[config.mk]
export PLATFORM = sky130hd
export DESIGN_NAME = ahb_lite_master
export DESIGN_NICKNAME = d
export VERILOG_FILES = /design/src/rtl/ahb_lite_master.sv
export SDC_FILE = /design/constraint.sdc
export NUM_CORES = 1
export LEC_CHECK = 0
export CORE_MARGIN = 10
export CORE_UTILIZATION = 40
export CTS_CLUSTER_DIAMETER = 30
export CTS_CLUSTER_SIZE = 30
export DETAILED_ROUTE_END_ITERATION = 10
export PLACE_DENSITY = 0.72
export SYNTH_ARGS = -nofsm -noshare
export SYNTH_HDL_FRONTEND = slang
export SYNTH_SLANG_ARGS = --single-unit
[constraint.sdc]
create_clock -name ahb_hclk -period 2.39 [get_ports ahb_hclk]
set_input_delay 0.478 -clock ahb_hclk [delete_from_list [all_inputs] [get_ports ahb_hclk]]
set_output_delay 0.478 -clock ahb_hclk [all_outputs]
set_load 0.02 [all_outputs]
[src/rtl/ahb_lite_master.sv]
// AHB-Lite initiator: converts a valid/ready command stream into pipelined
// single-beat AHB transfers and returns one response pulse per command.
module ahb_lite_master #(
    parameter int ADDR_WIDTH = 32,
    parameter int DATA_WIDTH = 32
) (
    input  logic                  ahb_hclk,
    input  logic                  ahb_hrstn,
    input  logic                  cmd_valid,
    output logic                  cmd_ready,
    input  logic                  cmd_write,
    input  logic [ADDR_WIDTH-1:0] cmd_addr,
    input  logic [DATA_WIDTH-1:0] cmd_wdata,
    output logic [1:0]            ahb_htrans,
    output logic [ADDR_WIDTH-1:0] ahb_haddr,
    output logic                  ahb_hwrite,
    output logic [2:0]            ahb_hsize,
    output logic [2:0]            ahb_hburst,
    output logic [DATA_WIDTH-1:0] ahb_hwdata,
    input  logic                  ahb_hready,
    input  logic                  ahb_hresp,
    input  logic [DATA_WIDTH-1:0] ahb_hrdata,
    output logic                  rsp_valid,
    output logic                  rsp_write,
    output logic                  rsp_err,
    output logic [DATA_WIDTH-1:0] rsp_rdata,
    output logic                  busy
);

    localparam logic [1:0] HTRANS_IDLE   = 2'b00;
    localparam logic [1:0] HTRANS_NONSEQ = 2'b10;

    logic                  ap_valid_q, ap_valid_d;
    logic                  ap_write_q, ap_write_d;
    logic [ADDR_WIDTH-1:0] ap_addr_q,  ap_addr_d;
    logic [DATA_WIDTH-1:0] ap_wdata_q, ap_wdata_d;
    logic                  dp_valid_q, dp_valid_d;
    logic                  dp_write_q, dp_write_d;
    logic [DATA_WIDTH-1:0] hwdata_q,   hwdata_d;
    logic                  rsp_valid_q, rsp_valid_d;
    logic                  rsp_write_q, rsp_write_d;
    logic                  rsp_err_q,   rsp_err_d;
    logic [DATA_WIDTH-1:0] rsp_rdata_q, rsp_rdata_d;

    logic err_first_s;
    logic accept_s;
    logic ap_adv_s;
    logic dp_done_s;

    // Handshake and pipeline-advance qualifiers for the current cycle
    always_comb begin
        err_first_s = dp_valid_q && ahb_hresp && !ahb_hready;
        cmd_ready   = !ap_valid_q || (ahb_hready && !err_first_s);
        accept_s    = cmd_valid && cmd_ready;
        ap_adv_s    = ahb_hready && ap_valid_q;
        dp_done_s   = ahb_hready && dp_valid_q;
    end

    // Next-state for the address-phase, data-phase and response registers
    always_comb begin
        ap_valid_d  = ap_valid_q;
        ap_write_d  = ap_write_q;
        ap_addr_d   = ap_addr_q;
        ap_wdata_d  = ap_wdata_q;
        dp_valid_d  = dp_valid_q;
        dp_write_d  = dp_write_q;
        hwdata_d    = hwdata_q;
        rsp_valid_d = dp_done_s;
        rsp_write_d = rsp_write_q;
        rsp_err_d   = rsp_err_q;
        rsp_rdata_d = rsp_rdata_q;

        if (accept_s) begin
            ap_valid_d = 1'b1;
            ap_write_d = cmd_write;
            ap_addr_d  = {cmd_addr[ADDR_WIDTH-1:2], 2'b00};
            ap_wdata_d = cmd_wdata;
        end else if (ap_adv_s) begin
            ap_valid_d = 1'b0;
        end else begin
            ap_valid_d = ap_valid_q;
        end

        // A completing data phase is replaced in the same edge by the advancing address phase
        if (ap_adv_s) begin
            dp_valid_d = 1'b1;
            dp_write_d = ap_write_q;
            hwdata_d   = ap_write_q ? ap_wdata_q : {DATA_WIDTH{1'b0}};
        end else if (dp_done_s) begin
            dp_valid_d = 1'b0;
        end else begin
            dp_valid_d = dp_valid_q;
        end

        if (dp_done_s) begin
            rsp_write_d = dp_write_q;
            rsp_err_d   = ahb_hresp;
            rsp_rdata_d = dp_write_q ? {DATA_WIDTH{1'b0}} : ahb_hrdata;
        end else begin
            rsp_write_d = rsp_write_q;
        end
    end

    // State registers with asynchronous active-low reset
    always_ff @(posedge ahb_hclk or negedge ahb_hrstn) begin
        if (!ahb_hrstn) begin
            ap_valid_q  <= 1'b0;
            ap_write_q  <= 1'b0;
            ap_addr_q   <= {ADDR_WIDTH{1'b0}};
            ap_wdata_q  <= {DATA_WIDTH{1'b0}};
            dp_valid_q  <= 1'b0;
            dp_write_q  <= 1'b0;
            hwdata_q    <= {DATA_WIDTH{1'b0}};
            rsp_valid_q <= 1'b0;
            rsp_write_q <= 1'b0;
            rsp_err_q   <= 1'b0;
            rsp_rdata_q <= {DATA_WIDTH{1'b0}};
        end else begin
            ap_valid_q  <= ap_valid_d;
            ap_write_q  <= ap_write_d;
            ap_addr_q   <= ap_addr_d;
            ap_wdata_q  <= ap_wdata_d;
            dp_valid_q  <= dp_valid_d;
            dp_write_q  <= dp_write_d;
            hwdata_q    <= hwdata_d;
            rsp_valid_q <= rsp_valid_d;
            rsp_write_q <= rsp_write_d;
            rsp_err_q   <= rsp_err_d;
            rsp_rdata_q <= rsp_rdata_d;
        end
    end

    // Bus outputs; the pending transfer is withdrawn during the first ERROR cycle
    always_comb begin
        if (ap_valid_q && !err_first_s) begin
            ahb_htrans = HTRANS_NONSEQ;
        end else begin
            ahb_htrans = HTRANS_IDLE;
        end
        ahb_haddr  = ap_addr_q;
        ahb_hwrite = ap_write_q;
        ahb_hsize  = 3'b010;
        ahb_hburst = 3'b000;
        ahb_hwdata = hwdata_q;
        rsp_valid  = rsp_valid_q;
        rsp_write  = rsp_write_q;
        rsp_err    = rsp_err_q;
        rsp_rdata  = rsp_rdata_q;
        busy       = ap_valid_q || dp_valid_q;
    end

endmodule

After elaboration in Yosys (flattened, before gate mapping)
Cells that the tools add are included.
- multiplexer cells: 7
- reduce and logical (&&, ||, !) cells: 14
- operator list (cell ; count):
    $mux 32 ; 2
    $logic_and 1x1->1 ; 7
    $mux 1 ; 4
    $reduce_bool 2->1 ; 2
    $logic_not 1->1 ; 3
    $logic_or 1x1->1 ; 2
    $mux 2 ; 1
- bits in registers: 133
- input port bits: 102
- output and inout port bits: 110

Longest topological paths before layout
Gate-level depths: netlist of run 1.
- depth after elaboration: 7
- mapped depth: 5
- depth with buffers taken out: 3

Worst setup path before layout of run 1
No wires, ideal clock.
- path kind: in2out
- from: input ahb_hready
- to: output ahb_htrans[1]
- data arrival time: 1.151 ns
- required time: 1.912 ns
- path slack: 0.761 ns
- stages on the path: 2
- path buffers: 0
- cells stage by stage: and2b_1 -> a21boi_0
- word-level cells in the longest chain between the ends: 5
- RTL lines (element ; line ; source):
    start, declared ; 20 ; input logic ahb_hready,
    $logic_not 1->1 ; 52 ; err_first_s = dp_valid_q && ahb_hresp && !ahb_hready;
    $logic_and 1x1->1 ; 52 ;
    $logic_not 1->1 ; 135 ; if (ap_valid_q && !err_first_s) begin
    $logic_and 1x1->1 ; 135 ;
    $mux 2 ; 135 ;
    end, declared ; 14 ; output logic [1:0] ahb_htrans,
Every way passes these cells.

Worst setup path in the final report of run 1
- from: input ahb_hready
- to: output cmd_ready
- word-level cells in the longest chain between the ends: 5
- RTL lines (element ; line ; source):
    $logic_not 1->1 ; 52 ;
    $logic_and 1x1->1 ; 52 ;
    $logic_not 1->1 ; 53 ; cmd_ready = !ap_valid_q || (ahb_hready && !err_first_s);
    $logic_and 1x1->1 (*) ; 53 ;
    $logic_or 1x1->1 (*) ; 53 ;
    end, declared ; 10 ; output logic cmd_ready,
Mark *: on every way between the ends. The rest lies on a longest branch, timed or not.

==> reports/metrics.csv, run 1 <==
metric;value;unit
netlist area before placement;0.00548;mm2
drt wl/cell;17.5;um
gr ovfl total;0;
cell count along the critical path;4;
Cells after Synth;439;
worst-margin pin slew;864;ps
Max Cap Viol;0;
Crit path top cell by count;clkdlybuf4s50_1;
Critical Path Source Type;input port;
I/O Pins;212;
kind of critical path;input port to output pin;
worst slack, placed;-50.1;ps
fin area;0.00829;mm2
Max H-tree Level;4;
simple-gate share of the synthesized area;11.3;%
Placed Instance Area;0.00765;mm2
most frequent cell after synthesis;dfrtp_1;
Pwr Density;920;mW/mm2
r2r worst-path depth;4;
Most used DFF post-synth;dfrtp_1;
worst r2r src;ap_valid_q;
Final Cycle Share;97.5;%
# DRC;0;
Crit path max-delay family;buffers and inverters;
die area;0.0188;mm2
crit path max-delay cell type;clkdlybuf4s50_1;
fraction of final layout cells sized beyond drive strength 1;17.1;%
post-synthesis adder-cell area fraction;0;%
Worst-path clk slew;60;ps
Detailed Place HPWL;10800;um
Slew headroom;42.4;%
clk buf depth;2;
reg2reg end;ahb_haddr[19];
vias;3874;
post-synthesis sequential area ratio;60.7;%
DR vias/cell;4.67;
Area growth, synth to finish;51.2;%
Final Worst Setup Slack;60.0;ps
crit path max fanout;3;
Yosys top cell area share;60.7;%
clk sink count;133;
Nets;743;
WL final;14500;um
via count of the first global-routing pass;4178;
slowest stage delay, CP;620;ps
Synth area leader;dfrtp_1;
RSZ-0062 raised after global routing;false;
GRT Util Overall;15.5;%
Yosys reg bits;133;
# rows;42;
CP Buf/Inv Count;3;
Distinct cells, synth;18;
endpoints failing setup;0;
largest net degree at the start of global routing;64;
Final Hold Vio Count;0;
Synth top cells by count;dfrtp_1 (133), nand2_1 (98), o21ai_0 (64);
fin crit period;2330;ps
Fmax;0.429;GHz
mux cell area share after synthesis;17.7;%
Initial Util;41.1;%
cts bufs inserted;17;
Placeable Area;0.0133;mm2
post-route ant nets;0;
post-synthesis compound-gate area fraction;5.98;%
post-synthesis async set-or-reset flop share;100;%
Die W;137;um
worst-skew pair later-pin latency;410;ps
post-synthesis xor/xnor area fraction;0;%
Die H;137;um
initial antenna violation count;0;
Final Wtd Congestion;0.816;
top post-synthesis cells by area;dfrtp_1 (61%), mux2_4 (16%), nand2_1 (6.7%);
Post-synth EDFFs;0;
largest family of logic cells by synthesized area;multiplexers;
Worst R2R Setup Slack;930;ps
synth warn;0;
Final Max Tran Viols;0;
Worst setup EP type;output pin;
fin util;62.1;%
TritonRoute pass-1 iters;4;
ant diodes;0;
CTS tree;yes;
Data required, critical path;1910;ps
IO buf count;200;
Avg Cell Area, Syn;12.5;um2
worst min-delay path class;input port to asynchronous set/reset pin;
drt initial violations;231;
global-route wire length before repair;22600;um
VDD IR max;0.394;mV
CTS root buffer;clkbuf_16;
CP Cell Sequence;clkdlybuf4s50_1 -> buf_4 -> nand2b_4 -> clkdlybuf4s50_1;
# hold bufs at CTS;0;
Worst Path Arrival;1850;ps
Layout Skew;5.48;ps
Pleak;3.75;nW
postcts setup bufs;0;
outcome;complete, no violations;
## layout by cell type, fill, tap and decap left out
master	instances
dfrtp_1	133
nand2b_4	1
buf_12	4
buf_6	1
nand2_4	1
clkdlybuf4s50_1	198
a21boi_0	1
buf_4	8
nand2_1	96
or2_2	1
mux2_2	6
clkinv_4	1
bufinv_16	5
mux2_4	60
clkbuf_1	4
inv_1	1
conb_1	9
clkbuf_16	17
and2b_1	1
clkbuf_8	2
nand2_2	2
dlygate4sd2_1	1
o21ai_0	64
nand2b_1	34
clkinv_2	3
## power by group
| part | switching (mW) | internal, mW | total [mW] |
|---|---|---|---|
| registers | 0.243 | 2.64 | 2.88 |
| logic | 0.904 | 1.04 | 1.94 |
| clock network | 0.907 | 1.90 | 2.81 |
## how the worst max path moves through the flow
stage,from,to
CTS,ahb_hready,cmd_ready
global placement,ahb_hready,ahb_htrans[1]
global route,ahb_hready,cmd_ready
floorplan,ahb_hready,ahb_htrans[1]
finish,ahb_hready,cmd_ready
detailed placement,ahb_hready,ahb_htrans[1]
## metal layers
metal | track usage (%) | routed length, um
met1 | 17.4 | 5860
met2 | 25.7 | 7100
met3 | 6.63 | 1360
met4 | 5.50 | 188
met5 | 0 | 0
## cell type report
class | instances | area (um2)
Fill cell | 1063 | 5060
Inverter | 1 | 3.75
Clock inverter | 9 | 174
Multi-Input combinational cell | 276 | 1950
Clock buffer | 23 | 468
Tap cell | 176 | 220
Timing Repair Buffer | 212 | 2140
Sequential cell | 133 | 3330
## registers in the layout (all words and copies together) (netlist names)
name        flops
ahb_hwdata     32
ap_wdata_q     32
rsp_rdata      32
ahb_haddr      30
ahb_hwrite      1
ap_valid_q      1
dp_valid_q      1
dp_write_q      1
rsp_err         1
rsp_valid       1
rsp_write       1
## what timing repair did
action / 4_1_cts / 5_1_grt
setup endpoints to repair: 1 / 0
gates resized for setup: 1 / 0
endpoints found under the hold margin: 0 / 0
## kinds of logic (layout without fill, tap and decap cells)
| group | Yosys count | in the layout |
|---|---|---|
| AOI/OAI and AO/OA | 65 | 65 |
| buffers and inverters | 37 | 245 |
| other | 2 | 9 |
| DFF | 133 | 133 |
| muxes | 66 | 66 |
| and+or+nand+nor | 136 | 136 |
## metrics by stage
step / std cells / setup TNS [ps] / total power [mW] / hold slack [ps]
6_report: 830 / 0 / 7.63 / 21.8
5_1_grt: 830 / 0 / 7.98 / 54.2
4_1_cts: 830 / 0 / 7.73 / 35.3
3_5_place_dp: 798 / -50.1 / 4.88 / 474
3_3_place_gp: 798 / -66.5 / 4.83 / 462
2_1_floorplan: 446 / 0 / 3.86 / 182
(Power assumes the default switching activity.)
==> inputs of run 2 (changes only) <==
--- a/config.mk
+++ b/config.mk
@@ -5,11 +5,11 @@
 export SDC_FILE = /design/constraint.sdc
 export NUM_CORES = 1
 export LEC_CHECK = 0
-export CORE_MARGIN = 10
+export CORE_MARGIN = 2
 export CORE_UTILIZATION = 40
-export CTS_CLUSTER_DIAMETER = 30
 export CTS_CLUSTER_SIZE = 30
 export DETAILED_ROUTE_END_ITERATION = 10
+export MAX_ROUTING_LAYER = met4
 export PLACE_DENSITY = 0.72
 export SYNTH_ARGS = -nofsm -noshare
 export SYNTH_HDL_FRONTEND = slang
==> run 2 against run 1 <==
Compared with the run above:
- register-to-register slack about the same
- critical path depth stayed put
- die area shrank 22%
- first-iteration DRC count fell by 39%
- sequential power hardly changed
- final area rose by 0.78%
- power increased by 3.1%
- sequential cell count did not move
- maximum frequency up 0.16%
- combinational power about the same
- global-route usage grew 3.7 points
- clock power is 9.3% higher
- critical endpoint unchanged
- largest cell class unchanged
- largest power group is now the clock network
- highest routed layer unchanged
==> reports/metrics.csv, run 2 (synthesis results as in run 1) <==
metric;value;unit;change
outcome;complete, no violations;;
Initial Util;41.2;%;+0.16 points
gr ovfl total;0;;unchanged
Die W;121;um;-12%
GRT Util Overall;19.2;%;+3.7 points
Pwr Density;941;mW/mm2;+2.3%
VDD IR max;0.430;mV;+9.2%
Power, Total;7.86;mW;+3.1%
Worst Path Arrival;1850;ps;about the same
Hold Startpoint;ahb_hwdata[5];;
r2r worst-path depth;5;;+1
IO buf count;200;;unchanged
worst-skew pair later-pin latency;410;ps;about the same
Fin Hold WS;477;ps;+455 ps
Nets;743;;unchanged
reg2reg end;ahb_haddr[31];;
Seq. cell area;0.00333;mm2;unchanged
Final Max Tran Viols;0;;unchanged
WL final;12900;um;-11%
# DRC;0;;unchanged
endpoints failing setup;0;;unchanged
Worst Hold Endpoint;ahb_hwdata[5];;
fin crit period;2330;ps;-3.79 ps
Finished Layout Cells;830;;unchanged
worst min-delay path class;register to register;;
kind of critical path;input port to output pin;;
Slew headroom;46.8;%;+4.4 points
clk buf depth;2;;unchanged
fraction of final layout cells sized beyond drive strength 1;17.6;%;+0.46 points
clk sink count;133;;unchanged
Final Cycle Share;97.3;%;-0.16 points
multi-input logic area;0.00195;mm2;unchanged
Detailed Place HPWL;9030;um;-16%
worst slack, placed;-86.6;ps;-36.5 ps
die area;0.0147;mm2;-22%
Pleak;3.77;nW;+0.51%
worst-margin pin slew;798;ps;-65.7 ps
Fmax;0.430;GHz;+0.16%
Worst setup EP type;output pin;;
Max H-tree Level;4;;unchanged
Placeable Area;0.0133;mm2;-0.39%
vias;3833;;-1.1%
global-route wire length before repair;21100;um;-6.8%
most common cell after layout, fill and taps aside;clkdlybuf4s50_1;;
ant diodes;0;;unchanged
via count of the first global-routing pass;4110;;-1.6%
RSZ-0062 raised after global routing;false;;
TritonRoute pass-1 iters;4;;unchanged
Final Wtd Congestion;0.738;;-9.5%
fillers;1014;;-4.6%
Area growth, synth to finish;52.4;%;
cts bufs inserted;17;;unchanged
post-route ant nets;0;;unchanged
I/O Pins;212;;unchanged
Data required, critical path;1910;ps;about the same
Final Hold Vio Count;0;;unchanged
placed cell count;797;;-0.13%
Layout Skew;6.05;ps;+0.569 ps
Die H;121;um;-12%
worst r2r src;ap_valid_q;;
crit path max fanout;3;;unchanged
# rows;42;;unchanged
Final Worst Setup Slack;63.8;ps;+3.79 ps
CTS tree;yes;;
drt initial violations;141;;-39%
Worst-path clk slew;50;ps;about the same
Worst R2R Setup Slack;920;ps;about the same
commonest cells after routing, fill and taps aside;clkdlybuf4s50_1 (198), dfrtp_1 (133), nand2_1 (96);;
CTS root buffer;clkbuf_16;;
initial antenna violation count;0;;unchanged
largest net degree at the start of global routing;60;;-6.3%
drt wl/cell;15.6;um;-11%
DR vias/cell;4.62;;-1.1%
Max Cap Viol;0;;unchanged
Hold Path Stages;2;;
Critical Path Source Type;input port;;
[run 2: what timing repair did]
| action | CTS | global route |
|---|---|---|
| setup buffers | 0 | 0 |
| hold buffers | 1 | 0 |
| resized for setup | 1 | 0 |
| hold endpoints to repair | 12 | 0 |
| endpoints found under the setup margin | 1 | 0 |
[run 2: area by class of cell]
cell class / count / share of cell area, %
Clock buffer: 19 / 5.42
Timing Repair Buffer: 212 / 25.7
Multi-Input combinational cell: 276 / 23.4
Clock inverter: 13 / 3.01
Inverter: 1 / 0.0449
Sequential cell: 133 / 39.8
Tap cell: 176 / 2.64
[run 2: per-layer routing]
metal,vias to the layer above,GRT usage [%],wire (um)
met3,24,4.75,734
met5,-,-,0
met4,0,8.79,338
met2,135,31.1,6460
met1,1843,22.7,5390
li1,1831,-,-
[run 2: critical path, stage by stage]
cell             delay, ps
clkdlybuf4s50_1        490
buf_4                  140
nand2b_4               120
clkdlybuf4s50_1        620
[run 2: through the flow]
stage,TNS [ps],instance area (um2),util (%)
after floorplan,0,5510,-
after global routing,0,8360,62.8
final,0,8360,62.8
after detailed placement,-86.6,7640,57.5
after CTS,0,8360,62.8
after global placement,-87.4,7640,57.5
[run 2: how the worst max path moves through the flow]
stage / startpoint / to / slack (ps)
after floorplan: ahb_hready / ahb_htrans[1] / 760
after global placement: ahb_hready / ahb_htrans[1] / -90
after detailed placement: ahb_hready / ahb_htrans[1] / -90
after CTS: ahb_hready / cmd_ready / 60
after global routing: ahb_hready / cmd_ready / 40
final: ahb_hready / cmd_ready / 60
[run 2: report_power, final]
part | leakage (nW) | internal (mW) | total, mW | switching [mW]
clock network | 0.335 | 2.11 | 3.07 | 0.954
registers | 1.64 | 2.64 | 2.88 | 0.242
logic | 1.80 | 1.04 | 1.92 | 0.880
total | 3.77 | 5.79 | 7.86 | 2.08
